**config.mk**
```make
export PLATFORM = sky130hd
export DESIGN_NAME = clk_div_ctrl_flat
export DESIGN_NICKNAME = d
export VERILOG_FILES = /design/src/rtl/clk_div_pkg.sv /design/src/rtl/clk_div_ctrl_if.sv /design/src/rtl/clk_div_core.sv /design/src/rtl/clk_div_ctrl.sv /design/src/flat_wrapper.sv
export SDC_FILE = /design/constraint.sdc
export NUM_CORES = 1
export LEC_CHECK = 0
export ABC_AREA = 1
export BUFFER_PORTS_ARGS = -buffer_cell sky130_fd_sc_hd__buf_2
export CELL_PAD_IN_SITES_DETAIL_PLACEMENT = 1
export CELL_PAD_IN_SITES_GLOBAL_PLACEMENT = 1
export CORE_MARGIN = 2
export CORE_UTILIZATION = 46
export CTS_CLUSTER_DIAMETER = 100
export DETAILED_ROUTE_END_ITERATION = 12
export GPL_TIMING_DRIVEN = 0
export HOLD_SLACK_MARGIN = 0.15
export PLACE_DENSITY_LB_ADDON = 0.1
export SETUP_SLACK_MARGIN = 0.1
export SLEW_MARGIN = 20
export SYNTH_ARGS = -nofsm -noshare
export SYNTH_HDL_FRONTEND = slang
export SYNTH_SLANG_ARGS = --single-unit
```
**constraint.sdc**
```tcl
create_clock -name clk -period 3.7 [get_ports clk]
set_input_delay 0.37 -clock clk [delete_from_list [all_inputs] [get_ports clk]]
set_output_delay 0.37 -clock clk [all_outputs]
set_load 0.05 [all_outputs]
```
**src/rtl/clk_div_pkg.sv**
```systemverilog
// Shared types and helpers for the programmable clock divider.
//   state_e  : run-controller FSM states
//   MIN_DIV  : smallest divide ratio that yields a real high/low output
//   eff_div  : clamps a requested ratio up to MIN_DIV
package clk_div_pkg;

  typedef enum logic [1:0] {
    IDLE,
    RUN,
    STOPPING
  } state_e;

  localparam int unsigned MIN_DIV = 2;

  function automatic int unsigned eff_div(input int unsigned d);
    return (d < MIN_DIV) ? MIN_DIV : d;
  endfunction

endpackage

```
**src/rtl/clk_div_ctrl_if.sv**
```systemverilog
// Configuration valid/ready channel of the clock divider controller.
//   cfg_valid   : config offer (master -> slave)
//   cfg_ready   : config accept (slave -> master)
//   cfg_div     : requested divide ratio
//   cfg_periods : output periods to run, 0 = free-run
interface clk_div_ctrl_if #(
  parameter int unsigned CNT_W = 16,
  parameter int unsigned PER_W = 16
);

  logic             cfg_valid;
  logic             cfg_ready;
  logic [CNT_W-1:0] cfg_div;
  logic [PER_W-1:0] cfg_periods;

  modport master (
    output cfg_valid,
    output cfg_div,
    output cfg_periods,
    input  cfg_ready
  );

  modport slave (
    input  cfg_valid,
    input  cfg_div,
    input  cfg_periods,
    output cfg_ready
  );

endinterface

```
**src/rtl/clk_div_core.sv**
```systemverilog
// In-period counter and phase compare of the clock divider.
//   clk, rst : clock, asynchronous active-low reset
//   en       : divider is running in the coming cycle
//   div      : clamped ratio in effect in the coming cycle
//   f_out    : registered divided output, high while cnt < div/2
//   tick     : registered pulse on the first cycle of each period
//   boundary : current cycle is the last of its period
module clk_div_core
  import clk_div_pkg::*;
#(
  parameter int unsigned CNT_W = 16
) (
  input  logic             clk,
  input  logic             rst,
  input  logic             en,
  input  logic [CNT_W-1:0] div,
  output logic             f_out,
  output logic             tick,
  output logic             boundary
);

  logic [CNT_W-1:0] cnt_q, cnt_d;
  logic [CNT_W-1:0] div_q;
  logic             run_q;

  assign boundary = run_q & (cnt_q == div_q - CNT_W'(1));

  // A run always begins at cnt=0; the counter restarts on every boundary.
  always_comb begin
    cnt_d = '0;
    if (en && run_q && !boundary) begin
      cnt_d = cnt_q + CNT_W'(1);
    end
  end

  // en/div describe the next cycle, so f_out and tick are true flops
  // computed from the next count rather than decoded after the edge.
  always_ff @(posedge clk or negedge rst) begin
    if (!rst) begin
      cnt_q <= '0;
      div_q <= CNT_W'(MIN_DIV);
      run_q <= 1'b0;
      f_out <= 1'b0;
      tick  <= 1'b0;
    end else begin
      cnt_q <= cnt_d;
      div_q <= div;
      run_q <= en;
      f_out <= en & (cnt_d < (div >> 1));
      tick  <= en & (cnt_d == '0);
    end
  end

endmodule

```
**src/rtl/clk_div_ctrl.sv**
```systemverilog
// Run controller for the programmable clock divider.
//   clk, rst    : clock, asynchronous active-low reset
//   cfg         : config valid/ready channel (divide ratio, period budget)
//   start, stop : run requests, sampled as levels on each edge
//   f_out, tick : divided output and its rising-cycle pulse
//   busy        : a run is in progress
//   done        : pulse on the first idle cycle after a run
module clk_div_ctrl
  import clk_div_pkg::*;
#(
  parameter int unsigned CNT_W = 16,
  parameter int unsigned PER_W = 16
) (
  input  logic           clk,
  input  logic           rst,
  clk_div_ctrl_if.slave  cfg,
  input  logic           start,
  input  logic           stop,
  output logic           f_out,
  output logic           tick,
  output logic           busy,
  output logic           done
);

  state_e           state_q, state_d;
  logic [CNT_W-1:0] div_q, div_d, div_p_q, div_p_d;
  logic [PER_W-1:0] per_q, per_d, per_p_q, per_p_d;
  logic [PER_W-1:0] per_cnt_q, per_cnt_d;
  logic             pend_q, pend_d;
  logic             done_d;
  logic             hs, boundary, last_period, core_en;
  logic [CNT_W-1:0] core_div;

  assign cfg.cfg_ready = (state_q == IDLE) | ~pend_q;
  assign hs            = cfg.cfg_valid & cfg.cfg_ready;
  assign busy          = (state_q != IDLE);
  // Compared before the increment so per_cnt never needs an extra bit.
  assign last_period   = (per_q != '0) && (per_cnt_q + PER_W'(1) == per_q);
  assign core_en       = (state_d != IDLE);
  assign core_div      = CNT_W'(eff_div(32'(div_d)));

  always_comb begin
    state_d   = state_q;
    div_d     = div_q;
    per_d     = per_q;
    div_p_d   = div_p_q;
    per_p_d   = per_p_q;
    pend_d    = pend_q;
    per_cnt_d = per_cnt_q;

    unique case (state_q)
      IDLE: begin
        per_cnt_d = '0;
        pend_d    = 1'b0;
        if (hs) begin
          div_d = cfg.cfg_div;
          per_d = cfg.cfg_periods;
        end else if (pend_q) begin
          // Config accepted on the run's final boundary lands here.
          div_d = div_p_q;
          per_d = per_p_q;
        end
        if (start && !stop) begin
          state_d = RUN;
        end
      end
      RUN, STOPPING: begin
        if (hs) begin
          div_p_d = cfg.cfg_div;
          per_p_d = cfg.cfg_periods;
          pend_d  = 1'b1;
        end
        if (boundary) begin
          // pend_q only reflects handshakes from earlier cycles, so a
          // handshake on this boundary waits for the next one.
          if (pend_q) begin
            div_d     = div_p_q;
            per_d     = per_p_q;
            per_cnt_d = '0;
            pend_d    = 1'b0;
          end else begin
            per_cnt_d = per_cnt_q + PER_W'(1);
          end
          if (state_q == STOPPING || stop || last_period) begin
            state_d = IDLE;
          end
        end else if (state_q == RUN && stop) begin
          state_d = STOPPING;
        end
      end
      default: state_d = IDLE;
    endcase
  end

  assign done_d = (state_q != IDLE) && (state_d == IDLE);

  always_ff @(posedge clk or negedge rst) begin
    if (!rst) begin
      state_q   <= IDLE;
      div_q     <= CNT_W'(MIN_DIV);
      per_q     <= '0;
      div_p_q   <= '0;
      per_p_q   <= '0;
      pend_q    <= 1'b0;
      per_cnt_q <= '0;
      done      <= 1'b0;
    end else begin
      state_q   <= state_d;
      div_q     <= div_d;
      per_q     <= per_d;
      div_p_q   <= div_p_d;
      per_p_q   <= per_p_d;
      pend_q    <= pend_d;
      per_cnt_q <= per_cnt_d;
      done      <= done_d;
    end
  end

  clk_div_core #(
    .CNT_W(CNT_W)
  ) u_core (
    .clk      (clk),
    .rst      (rst),
    .en       (core_en),
    .div      (core_div),
    .f_out    (f_out),
    .tick     (tick),
    .boundary (boundary)
  );

endmodule

```
**src/flat_wrapper.sv**
```systemverilog
// flat-port wrapper written by rule: the top's interface ports become plain ports
module clk_div_ctrl_flat import clk_div_pkg::*;
#(
  parameter int unsigned CNT_W = 16,
  parameter int unsigned PER_W = 16
)
  (clk, rst, start, stop, f_out, tick, busy, done, cfg_cfg_valid, cfg_cfg_div, cfg_cfg_periods, cfg_cfg_ready);
  clk_div_ctrl_if #(.CNT_W(CNT_W), .PER_W(PER_W)) cfg_i ();
  input  logic clk;
  input  logic rst;
  input  logic start;
  input  logic stop;
  output logic f_out;
  output logic tick;
  output logic busy;
  output logic done;
  input wire logic [$bits(cfg_i.cfg_valid)-1:0] cfg_cfg_valid;
  input wire logic [$bits(cfg_i.cfg_div)-1:0] cfg_cfg_div;
  input wire logic [$bits(cfg_i.cfg_periods)-1:0] cfg_cfg_periods;
  output wire logic [$bits(cfg_i.cfg_ready)-1:0] cfg_cfg_ready;
  assign cfg_i.cfg_valid = cfg_cfg_valid;
  assign cfg_i.cfg_div = cfg_cfg_div;
  assign cfg_i.cfg_periods = cfg_cfg_periods;
  assign cfg_cfg_ready = cfg_i.cfg_ready;
  clk_div_ctrl #(.CNT_W(CNT_W), .PER_W(PER_W)) u_core (.clk(clk), .rst(rst), .cfg(cfg_i), .start(start), .stop(stop), .f_out(f_out), .tick(tick), .busy(busy), .done(done));
endmodule
```
Yosys cells after proc, flatten, opt, wreduce, memory -nomap -nowiden:

Index checks and enable logic that the tools add are counted.

* add/subtract/negate cells: 3
* order comparisons: 2
* eq/ne operators: 5
* muxes and demuxes: 22
* bitwise operators: 6
* reductions and logical operators: 20

Operators with widths (count)
* 16-bit 2-to-1 mux: 10
* 16-bit one-hot mux with 2 select lines: 3
* 16-bit by 1-bit adder with 16-bit output, second input constant: 2
* 16-bit equality test: 2
* 16-bit logical NOT: 1
* 16-bit by 15-bit less-than comparator with 1-bit output: 1
* 16-bit by 2-bit less-than comparator with 1-bit output, second input constant: 1
* 16-bit nonzero test: 1
* 16-bit by 1-bit subtractor with 16-bit output, second input constant: 1
* 2-bit 2-to-1 mux: 4
* 1-bit logical AND: 6
* 2-bit nonzero test: 3
* 1-bit AND: 4
* 2-bit logical NOT: 2
* 2-bit one-hot mux with 2 select lines: 1
* 2-bit AND reduction: 2
* 1-bit 2-to-1 mux: 3
* 2-bit by 1-bit equality test with 1-bit output, second input constant: 1
* 2-bit equality test, second input constant: 1
* 1-bit logical NOT: 2
* 1-bit logical OR: 2
* 2-bit inequality test, second input constant: 1
* 1-bit one-hot mux with 2 select lines: 1
* 2-bit OR reduction: 1
* other kinds (2): 2

* register bits after elaboration: 119
* output and inout bits: 5

Depth between registers and ports, before layout:

Gate-level depths: netlist of the first run.

* depth after elaboration: 13
* depth in mapped cells: 31
* gate-level depth less buffers: 31

Modules after synthesis:

From an unflattened synthesis of the first run, not the netlist that was laid out.

* cell total of the unflattened synthesis: 983
* area, all modules: 7359.6 µm²

By module, submodules not included
* clk_div_ctrl: instances 1, cells an instance 647, area an instance 4917.2 µm², seq. area each 2103.3 µm²
* clk_div_core: instances 1, cells an instance 336, area an instance 2442.3 µm², seq. area each 877.1 µm²

Worst setup path before layout of the first run:

OpenSTA, ideal clock, no wires.

* path kind: register to register
* from: reg u_core.u_core.div_q[1]
* to: reg u_core.u_core.f_out
* setup time: 0.077 ns
* arrival: 3.198 ns
* data required time: 3.623 ns
* slack: 0.425 ns
* stages on the path, launching flop included: 27
* clock period less this slack: 3.275 ns
* cells stage by stage: dfstp_2 -> inv_1 -> ha_1 -> nand2_1 -> inv_1 -> nand2_1 -> nand2_1 -> nand2_1 -> nand3_1 -> nor3_4 -> nand3_4 -> buf_6 -> a31oi_2 -> nand3_1 -> nand2_1 -> nand2_2 -> nand2_4 -> nand2_4 -> inv_6 -> nand3_1 -> inv_1 -> ha_1 -> a21oi_1 -> nor2_1 -> a211oi_1 -> nand2_1 -> a21oi_1

* cells in the longest elaborated chain, start to end: 11

Ends and longest elaborated chain
* start: declaration: line clk_div_core.sv:23 `logic [CNT_W-1:0] div_q;`
* start signal: assignment: line clk_div_core.sv:41 `div_q <= CNT_W'(MIN_DIV);`
* start signal: assignment: line clk_div_core.sv:47 `div_q <= div;`
* 16-bit by 1-bit subtractor with 16-bit output: line clk_div_core.sv:26 `assign boundary = run_q & (cnt_q == div_q - CNT_W'(1));`
* 16-bit equality test: line clk_div_core.sv:26
* 1-bit AND: line clk_div_core.sv:26
* 2-bit 2-to-1 mux: line clk_div_ctrl.sv:73 `if (boundary) begin`
* 2-bit one-hot mux with 2 select lines: line clk_div_ctrl.sv:51 `unique case (state_q)`
* 2-bit nonzero test: line clk_div_ctrl.sv:39 `assign core_en = (state_d != IDLE);`
* via u_core.core_en: line clk_div_ctrl.sv:31 `logic hs, boundary, last_period, core_en;`
* 1-bit logical AND (2 in a row): line clk_div_core.sv:31 `if (en && run_q && !boundary) begin`
* 16-bit 2-to-1 mux: line clk_div_core.sv:31
* via u_core.u_core.cnt_d[5]: line clk_div_core.sv:22 `logic [CNT_W-1:0] cnt_q, cnt_d;`
* 16-bit by 15-bit less-than comparator with 1-bit output: line clk_div_core.sv:49 `f_out <= en & (cnt_d < (div >> 1));`
* 1-bit AND: line clk_div_core.sv:49
* end signal: assignment: line clk_div_core.sv:49
* end: declaration: line clk_div_core.sv:17 `output logic f_out,`

The timed path passes the listed nets, and every way through them passes these cells.
A chain may end at the register's enable or synchronous reset.

Final worst setup path of the first run:

Ends and elaborated chain as after synthesis.

==> run metrics, run 1 <==
status=finished with violations; violated checks=negative setup slack; Die W=131 microns; Max IR drop VDD=0.431 mV; Tmin final=3.86 ns; Clk Latency, worst-skew pair=0.43 ns; CTS tree=built; Die H=131 microns; share of layout cells above drive strength 1=0.204; # clock sinks=119; measured slew at the worst slew-check pin=0.737 ns; Arrival @ worst endpoint=4.22 ns; setup ws final=-0.161 ns; CTS Buf Count=17; simple-gate share of the synthesized area=0.291; FF-to-FF Start=u_core.u_core.div_q[1]; Die Area=17300 sq um; Fin Hold WS=0.186 ns; starting density of the core=0.470; r2r worst-path depth=25; Max Fclk=0.259 GHz; hold violation total from the final report=0; mux share of post-synthesis cell area=0.0420; sequential area share after synthesis=0.399; hold path start=cfg_cfg_div[8]; Max-Cap Viols=0; synthesis-stage register bit count=119; CP Class=flip-flop to flip-flop; synthesized area=7470 sq um; largest net degree at the start of global routing=77; total gr overflow=0; xor and xnor fraction of the mapped netlist area=0.0288; Required @ worst endpoint=4.06 ns; vias=7364; vias per cell=5.53; Top Ports=42; PwrDens=875 nW/um^2; Post-Layout Cell Count=1331; WL final=25500 microns; hold path endpoint=u_core.div_p_q[8]; area grow syn2layout=23.2%; flop2flop setup slack=-0.16 ns; Final HPWL DP=16700 microns; diode count=0; clk slew on worst S/H paths=0.06 ns; First DRT Iteration DRCs=517; Startpoint Class=flip-flop; first-pass GRT wire length=39600 microns; Util after Layout=0.579; LEAKAGE=4.50 nW; Syn Inst Count=1015; Sum Neg Setup Slack=-0.168 ns; PortBufs=41; root buf cell=clkbuf_16; # nets final=1160; placed cells=1273; pre-CTS setup slack=-0.448 ns; initial antenna violation count=0; GPL Wtd Cong=0.835; final period utilization=1.04; # setup viols final=2; main combinational cell family by area after synthesis=simple AND/OR/NAND/NOR gates; CTS max path bufs=2; Worst Setup SP=u_core.u_core.div_q[1]; Yosys cell types=42; Std-Cell Rows=46; CP Max Fanout=8; Initial DRT Pass Iterations=5; FILL cells=2030; Max Clock Skew=0.0119 ns; GRT Total Usage=0.286; WL per Instance=19.1 microns; Max-slew headroom=0.509; FF-to-FF End=u_core.u_core.f_out; Synth Area in Adders=0.0352; CP Capture Type=flip-flop; number of global-route vias before repair=7618; Post-Syn Area per Cell=7.36 sq um; Worst Hold Class=input pin to flip-flop; YS warnings=0; Antenna Nets Post-Route=0; Final Max Tran Viols=0; RSZ-0062 raised after global routing=yes; Synth Area in Compound Gates=0.104; H-tree Lvls=4; core box area=15900 sq um; worst hold path depth=2; syn_nets=1073; DRC Markers=0
metal layers:
metal  vias up  part of all wire  global-route usage
met5         -                 0                   0
met4         0             0.029              0.0857
met3        72             0.040              0.0421
met2       208              0.47               0.465
met1      3630              0.46               0.396
li1       3454                 -                   -
what timing repair did:
item / 4_1_cts / 5_1_grt
hold buffers: 1 / 0
endpoints found under the hold margin: 73 / 0
buffers inserted: 18 / 10
pin swaps: 19 / 30
cloned: 0 / 0
endpoints found under the setup margin: 1 / 3
resized for setup: 36 / 63
per-stage QoR:
stage          area, sq um  power, W
6_report              9200   0.00805
5_1_grt               9200   0.00858
4_1_cts               8870   0.00752
3_5_place_dp          7980   0.00559
3_3_place_gp          7950   0.00544
2_1_floorplan         7470   0.00457
worst max path at each step:
stage / slack [ns] / to
floorplan: 0.42 / u_core.u_core.f_out
global placement: -0.44 / u_core.u_core.f_out
detailed placement: -0.45 / u_core.u_core.f_out
CTS: 0.04 / u_core.u_core.f_out
global route: -0.37 / u_core.u_core.f_out
finish: -0.16 / u_core.u_core.f_out
synthesized netlist by cell type:
cell type,number,area share
nand2_1,277,0.14
inv_1,155,0.078
dfrtp_1,117,0.39
nor2_1,93,0.047
nand3_1,69,0.046
o21ai_0,59,0.040
o211ai_1,33,0.033
mux2_2,27,0.041
nand4_1,26,0.022
a21oi_1,23,0.015
clkbuf_1,22,0.011
ha_1,21,0.035
xor2_1,19,0.022
o22ai_1,11,0.0092
nand2_2,9,0.0075
nor3_1,8,0.0054
buf_1,4,0.0020
nand3b_1,4,0.0040
nor2_2,4,0.0033
buf_6,3,0.0045
nand2_4,3,0.0045
xnor2_1,3,0.0035
a211oi_1,2,0.0020
buf_2,2,0.0013
dfstp_2,2,0.0070
nor2_4,2,0.0030
nor4_1,2,0.0017
a2bb2oi_1,1,0.0012
a31oi_2,1,0.0017
and2_1,1,0.00084
clkbuf_4,1,0.0010
clkinv_1,1,0.00050
inv_2,1,0.00050
inv_6,1,0.0012
mux2i_1,1,0.0013
nand3_4,1,0.0023
nor3_4,1,0.0022
nor3b_1,1,0.0010
o21a_1,1,0.0010
o21ai_2,1,0.0012
or2_2,1,0.00084
xnor3_1,1,0.0030
critical path: stages, from the launching register on:
cell	delay, ns
dfstp_2	0.55
inv_2	0.06
ha_4	0.29
nor2_4	0.04
nor2_2	0.07
nand4_1	0.22
nor2_2	0.19
nand2_2	0.09
nor3_4	0.23
nand3_4	0.13
buf_8	0.15
a31oi_4	0.12
nand3_2	0.09
nand2_2	0.09
nand2_4	0.07
nand2_4	0.10
nand2_8	0.10
clkinv_8	0.12
nand3_2	0.11
inv_1	0.15
ha_4	0.22
a21oi_2	0.12
o21ai_1	0.08
a21oi_1	0.16
nand2_1	0.12
a21oi_2	0.13
final cells by class:
class                   count  area, sq um  area share
multi-input cells         706         4130       0.449
repair buffers             68          440      0.0479
inverters                 158          611      0.0664
flip-flops and latches    119         2990       0.324
clock inverters            12          150      0.0163
clock buffers              20          457      0.0496
well taps                 216          270      0.0294
plain buffers              32          156      0.0170
state kept, by name, summed over array words and instances, names as in the netlist:
register and cells:
u_core.u_core.f_out 1, u_core.done 1, u_core.u_core.div_q 16, u_core.div_q 16, u_core.per_q 16, u_core.u_core.tick 1
u_core.per_cnt_q 16, u_core.u_core.run_q 1, u_core.per_p_q 16, u_core.u_core.cnt_q 16, u_core.div_p_q 16, u_core.pend_q 1
u_core.state_q 2
cell usage in the layout, fill, tap and decap left out, drive strengths merged, types with 2 or more instances in the layout:
master	count
nand3b	4
nor4	2
clkinv	7
xnor2	3
nand4	26
o211ai	33
o22ai	11
dfrtp	117
nand2	289
dfstp	2
a21oi	23
nor3	9
mux2	27
clkbuf	43
o21ai	60
bufinv	3
nand3	70
buf	76
xor2	19
ha	21
inv	157
clkinvlp	3
a211oi	2
nor2	99
power breakdown:
group | internal, W | switching (W) | total, W
clock | 0.00109 | 0.000633 | 0.00172
combinational | 0.00142 | 0.00277 | 0.00419
sequential | 0.00182 | 0.000319 | 0.00214
cells by family after synthesis:
group                    Yosys count
adder cells (fa/ha/maj)           21
buffers and inverters            190
multiplexers                      28
AO/OA/AOI/OAI                    132
flip-flops                       119
AND/OR/NAND/NOR                  502
XOR/XNOR                          23
No activity file was read; power rests on OpenSTA's default activity.
==> inputs of run 2 (changes only) <==
CTS_BUF_LIST = sky130_fd_sc_hd__clkbuf_16   (was default)
==> run 2 against run 1 <==
Against the previous run:
- the flow still finishes with violations (negative setup slack)
- final area is 0.22% lower
- core utilization is 0.13 points lower
- clock skew is 0.00083 ns lower
- critical path depth stayed put
- flip-flop and latch count stayed put
- worst setup slack worse by 0.0051 ns
- fmax is 0.13% lower
- die area stayed put
- combinational power hardly changed
- non-clock buffer count stayed put
- register-to-register slack hardly changed
==> run metrics, run 2 (synthesis gave the netlist of run 1 again) <==
LEAKAGE=4.49 nW; GPL Wtd Cong=0.835; Worst Hold Class=input pin to flip-flop; Final HPWL DP=16700 microns; CP Capture Type=flip-flop; Max-slew headroom=0.512; status=finished with violations; # nets final=1160; # clock sinks=119; hold violation total from the final report=0; total power=0.00799 W; vias per cell=5.53; # setup viols final=2; CTS Buf Count=17; starting density of the core=0.470; initial antenna violation count=0; CTS tree=built; setup ws final=-0.166 ns; root buf cell=clkbuf_16; grt met3 use=0.0421; PortBufs=41; core box area=15900 sq um; Clk Latency, worst-skew pair=0.43 ns; violated checks=negative setup slack; GRT Total Usage=0.286; Required @ worst endpoint=4.06 ns; Max IR drop VDD=0.433 mV; Fin Hold WS=0.187 ns; number of global-route vias before repair=7589; PwrDens=871 nW/um^2; H-tree Lvls=4; first-pass GRT wire length=39600 microns; clk slew on worst S/H paths=0.06 ns; most common cell after layout, fill and taps aside=nand2_1; Top Ports=42; Design Area, Final=9180 sq um; Die Area=17300 sq um; Die H=131 microns; grt met2 use=0.464; WL per Instance=19.1 microns; diode count=0; sequential share of power=0.267; Clock Power Share=0.209; share of layout cells above drive strength 1=0.202; Die W=131 microns; Net Switching=0.00371 W; most used routing layer=met2; measured slew at the worst slew-check pin=0.733 ns; Max Fclk=0.259 GHz; final period utilization=1.04; DRC Markers=0; Tmin final=3.87 ns; Antenna Nets Post-Route=0; Final Max Tran Viols=0; Sum Neg Setup Slack=-0.175 ns; Max Clock Skew=0.0111 ns; RSZ-0062 raised after global routing=yes; FILL cells=2034; CP Class=flip-flop to flip-flop; most frequent cells in the layout=nand2_1, inv_1, dfrtp_1, nor2_1, nand3_1; Max-Cap Viols=0; pre-CTS setup slack=-0.448 ns; vias=7356; CTS max path bufs=2; Placed Instance Area=7980 sq um; area grow syn2layout=22.9%; Startpoint Class=flip-flop; met1 GRT Util=0.398; Internal Dissipation=0.00429 W; largest net degree at the start of global routing=77; Std-Cell Rows=46; CP Max Fanout=8; Initial DRT Pass Iterations=7; WL final=25400 microns; First DRT Iteration DRCs=477; Arrival @ worst endpoint=4.22 ns; Switching Fraction=0.464; total gr overflow=0; Logic pwr share=0.524
## run 2: changes by cell type in the layout (fill, tap and decap cells not counted), sizes merged
cell / before / now
inv: 157 / 158
clkinv: 7 / 9
clkbuf: 43 / 40
## run 2: power groups by stage
stage	sequential, W	clock [W]	combinational [W]
2_1_floorplan	0.00208	0	0.00248
3_3_place_gp	0.00211	0	0.00333
3_5_place_dp	0.00213	0	0.00345
4_1_cts	0.00212	0.00168	0.00367
5_1_grt	0.00219	0.00174	0.00460
6_report	0.00214	0.00167	0.00418
## run 2: critical path: stages (launching register included)
cell,delay (ns)
dfstp_2,0.55
inv_2,0.06
ha_4,0.29
nor2_4,0.04
nor2_2,0.07
nand4_1,0.22
nor2_2,0.19
nand2_2,0.09
nor3_4,0.23
nand3_4,0.13
buf_8,0.15
a31oi_4,0.12
nand3_2,0.09
nand2_2,0.09
nand2_4,0.06
nand2_4,0.10
nand2_8,0.10
clkinv_8,0.12
nand3_2,0.12
inv_1,0.15
ha_4,0.22
a21oi_2,0.11
o21ai_1,0.08
a21oi_1,0.16
nand2_1,0.12
a21oi_2,0.13
## run 2: final timing paths
| kind | from | endpoint | slack (ns) | cells after the start |
|---|---|---|---|---|
| max in group asynchronous | rst | u_core.per_cnt_q[0] | 2.49 | 3 |
| setup reg to reg | u_core.u_core.div_q[1] | u_core.u_core.f_out | -0.17 | 25 |
| setup / recovery | u_core.u_core.div_q[1] | u_core.u_core.f_out | -0.17 | 25 |
| min in group asynchronous | rst | u_core.per_p_q[13] | 0.53 | 2 |
| hold / removal | cfg_cfg_div[8] | u_core.div_p_q[8] | 0.19 | 2 |
| hold reg to reg | u_core.per_p_q[4] | u_core.per_p_q[4] | 0.50 | 1 |
## run 2: layer usage
layer	part of all wire	wire [microns]
met3	0.043	1110
met1	0.46	11700
met5	0	0
met2	0.47	11900
met4	0.031	778
## run 2: layout make-up
cell class / count / area, sq um / area share
timing repair buffer: 68 / 440 / 0.0480
multi-input combinational: 706 / 4130 / 0.450
inverter: 158 / 611 / 0.0665
clock buffer: 17 / 425 / 0.0463
tap: 216 / 270 / 0.0294
clock inverter: 15 / 161 / 0.0176
sequential: 119 / 2990 / 0.325
buffer: 32 / 156 / 0.0170
## run 2: metrics by stage
stage                util  cells
floorplan               -   1015
global placement    0.500   1272
detailed placement  0.502   1273
CTS                 0.557   1324
global route        0.578   1331
finish              0.578   1331
## run 2: timing repair
action	in CTS	in global routing
buffers inserted	18	10
pin swaps	19	30
setup endpoints to repair	1	3
hold buffers	1	0
cloned	0	0
hold endpoints to repair	73	0
resized for setup	36	63
==> inputs of run 3 (changes only) <==
CORE_UTILIZATION = 49   (was 46)
SYNTH_HIERARCHICAL = 1   (was default)
clock period = 4.85 ns   (was 3.7 ns; I/O delays follow)
==> run 3 against run 2 <==
Against the previous run:
- fmax is 11% lower
- area after synthesis is 1.5% lower
- the flow now finishes without violations
- critical path type unchanged
- highest routed layer unchanged
- critical path depth is 3 higher
==> run metrics, run 3 <==
Std-Cell Rows=44; Clk Latency, worst-skew pair=0.42 ns; Sum Neg Setup Slack=0 ns; Yosys cell types=48; Antenna Nets Post-Route=0; post-synth top area share=0.398; FF-to-FF Start=u_core/u_core/div_q[1]; clk slew on worst S/H paths=0.06 ns; Worst Hold Class=input pin to flip-flop; CTS tree=built; Initial DRT Pass Iterations=5; PwrDens=653 nW/um^2; PortBufs=41; number of global-route vias before repair=7471; LEAKAGE=4.20 nW; CTS Hold Bufs=1; EDFF count, synth=0; Max Clock Skew=0.00725 ns; Design Area, Final=8400 sq um; Arrival @ worst endpoint=4.69 ns; hold violation total from the final report=0; total power=0.00548 W; area grow syn2layout=14.2%; initial antenna violation count=0; # nets final=1103; Top Ports=42; Die H=127 microns; # setup viols final=0; vias=6939; total gr overflow=0; FF-to-FF End=u_core/u_core/f_out; sequential area share after synthesis=0.405; worst hold path depth=2; Worst Setup SP=u_core/u_core/div_q[1]; most used cell, CP=nand2_1; Placed Instance Area=7830 sq um; measured slew at the worst slew-check pin=0.754 ns; Startpoint Class=flip-flop; most frequent cell after synthesis=nand2_1; GPL Wtd Cong=0.851; Post-synth ARST share=1.00; hold path endpoint=u_core/per_p_q[2]; Synth area leaders=dfrtp_1, nand2_1, inv_1, nand3_1, nor2_1; cell taking the most area after synthesis=dfrtp_1; core box area=14600 sq um; Max Fclk=0.230 GHz; CP Class=flip-flop to flip-flop; WL per Instance=18.8 microns; Max-slew headroom=0.495; vias per cell=5.59; Die Area=16000 sq um; largest net degree at the start of global routing=80; most frequent cells in the layout=nand2_1, inv_1, dfrtp_1, nor2_1, nand3_1; synthesized area=7360 sq um; first-pass GRT wire length=38600 microns; H-tree Lvls=4; Required @ worst endpoint=5.20 ns; Post-Syn Area per Cell=7.49 sq um; # resized after CTS=0; hold path start=cfg_cfg_periods[2]; RSZ-0062 raised after global routing=no; share of layout cells above drive strength 1=0.140; final period utilization=0.895; First DRT Iteration DRCs=394; status=finished clean; r2r worst-path depth=28; flop2flop setup slack=0.51 ns; syn_nets=1041; CTS Buf Count=17; FILL cells=1877; Syn Inst Count=983; DRC Markers=0; root buf cell=clkbuf_16; Main synth FF type=dfrtp_1; Final HPWL DP=16400 microns; Max-Cap Viols=0; CP peak stage delay=0.60 ns; diode count=0; CP Max Fanout=9; synthesis-stage register bit count=119; Post-synth top cells=nand2_1, inv_1, dfrtp_1, nor2_1, nand3_1; Tmin final=4.34 ns; Die W=127 microns; Final Max Tran Viols=0; GRT Total Usage=0.308; Max IR drop VDD=0.437 mV; most common cell after layout, fill and taps aside=nand2_1; starting density of the core=0.504; YS warnings=6; post-CTS setup buffers=0; WL final=23300 microns; # clock sinks=119; CP Capture Type=flip-flop; Slowest cell on crit path=nor3b_1; CTS max path bufs=2
run 3: changes by cell type after synthesis, moves of 10 or more:
cell,change
a31oi_1,+16
mux2_2,-11
nand2_1,-27
nand4_1,-10
o211ai_1,-30
o21ai_0,-11
o311ai_1,+12
run 3: layout make-up:
class,instances,area [sq um],area share
clock inverters,15,139,0.0165
repair buffers,43,249,0.0296
multi-input cells,678,3640,0.433
well taps,184,230,0.0274
clock buffers,17,425,0.0506
inverters,160,603,0.0718
plain buffers,26,138,0.0164
flip-flops and latches,119,2980,0.355
run 3: worst max-delay path by stage:
| stage | end | slack, ns |
|---|---|---|
| finish | u_core/u_core/f_out | 0.51 |
| global route | u_core/u_core/f_out | 0.12 |
| CTS | u_core/u_core/f_out | 0.51 |
| detailed placement | u_core/u_core/f_out | 0.61 |
| global placement | u_core/u_core/f_out | 0.78 |
| floorplan | u_core/u_core/f_out | 1.46 |
run 3: worst max-delay path, delay by kind of cell (launching register included):
| kind | cells | cell delay [ns] |
|---|---|---|
| DFF | 1 | 0.52 |
| adders and majority gates | 2 | 0.65 |
| AOI/OAI and AO/OA | 2 | 0.24 |
| buffers and inverters | 4 | 0.41 |
| and+or+nand+nor | 20 | 2.44 |
run 3: stage by stage:
step / hold slack, ns / setup slack (ns) / std cells / utilization
finish: 0.310 / 0.507 / 1242 / 0.576
global route: 0.304 / 0.122 / 1242 / 0.576
CTS: 0.301 / 0.507 / 1242 / 0.576
detailed placement: 0.433 / 0.613 / 1209 / 0.537
global placement: 0.467 / 0.782 / 1208 / 0.534
floorplan: 0.189 / 1.46 / 983 / -
run 3: cell families (layout without fill, tap and decap cells):
| family | Yosys count | count (layout) | synth area share |
|---|---|---|---|
| flip-flops | 119 | 119 | 0.405 |
| buffers and inverters | 186 | 261 | 0.101 |
| multiplexers | 16 | 16 | 0.0245 |
| adder cells (fa/ha/maj) | 21 | 21 | 0.0357 |
| AO/OA/AOI/OAI | 137 | 137 | 0.118 |
| XOR/XNOR | 16 | 16 | 0.0209 |
| AND/OR/NAND/NOR | 488 | 488 | 0.295 |
run 3: report_power, final:
part / switching, W / total, W / internal (W) / leakage [nW]
Sequential: 0.000340 / 0.00172 / 0.00138 / 1.49
Clock: 0.000469 / 0.00121 / 0.000746 / 0.275
Combinational: 0.00173 / 0.00255 / 0.000819 / 2.43
run 3: per-layer routing:
layer  global-route usage  wire length [microns]
met4                0.110                    561
met2                0.498                  11000
met1                0.419                  10700
met3               0.0536                   1070
met5                    0                      0
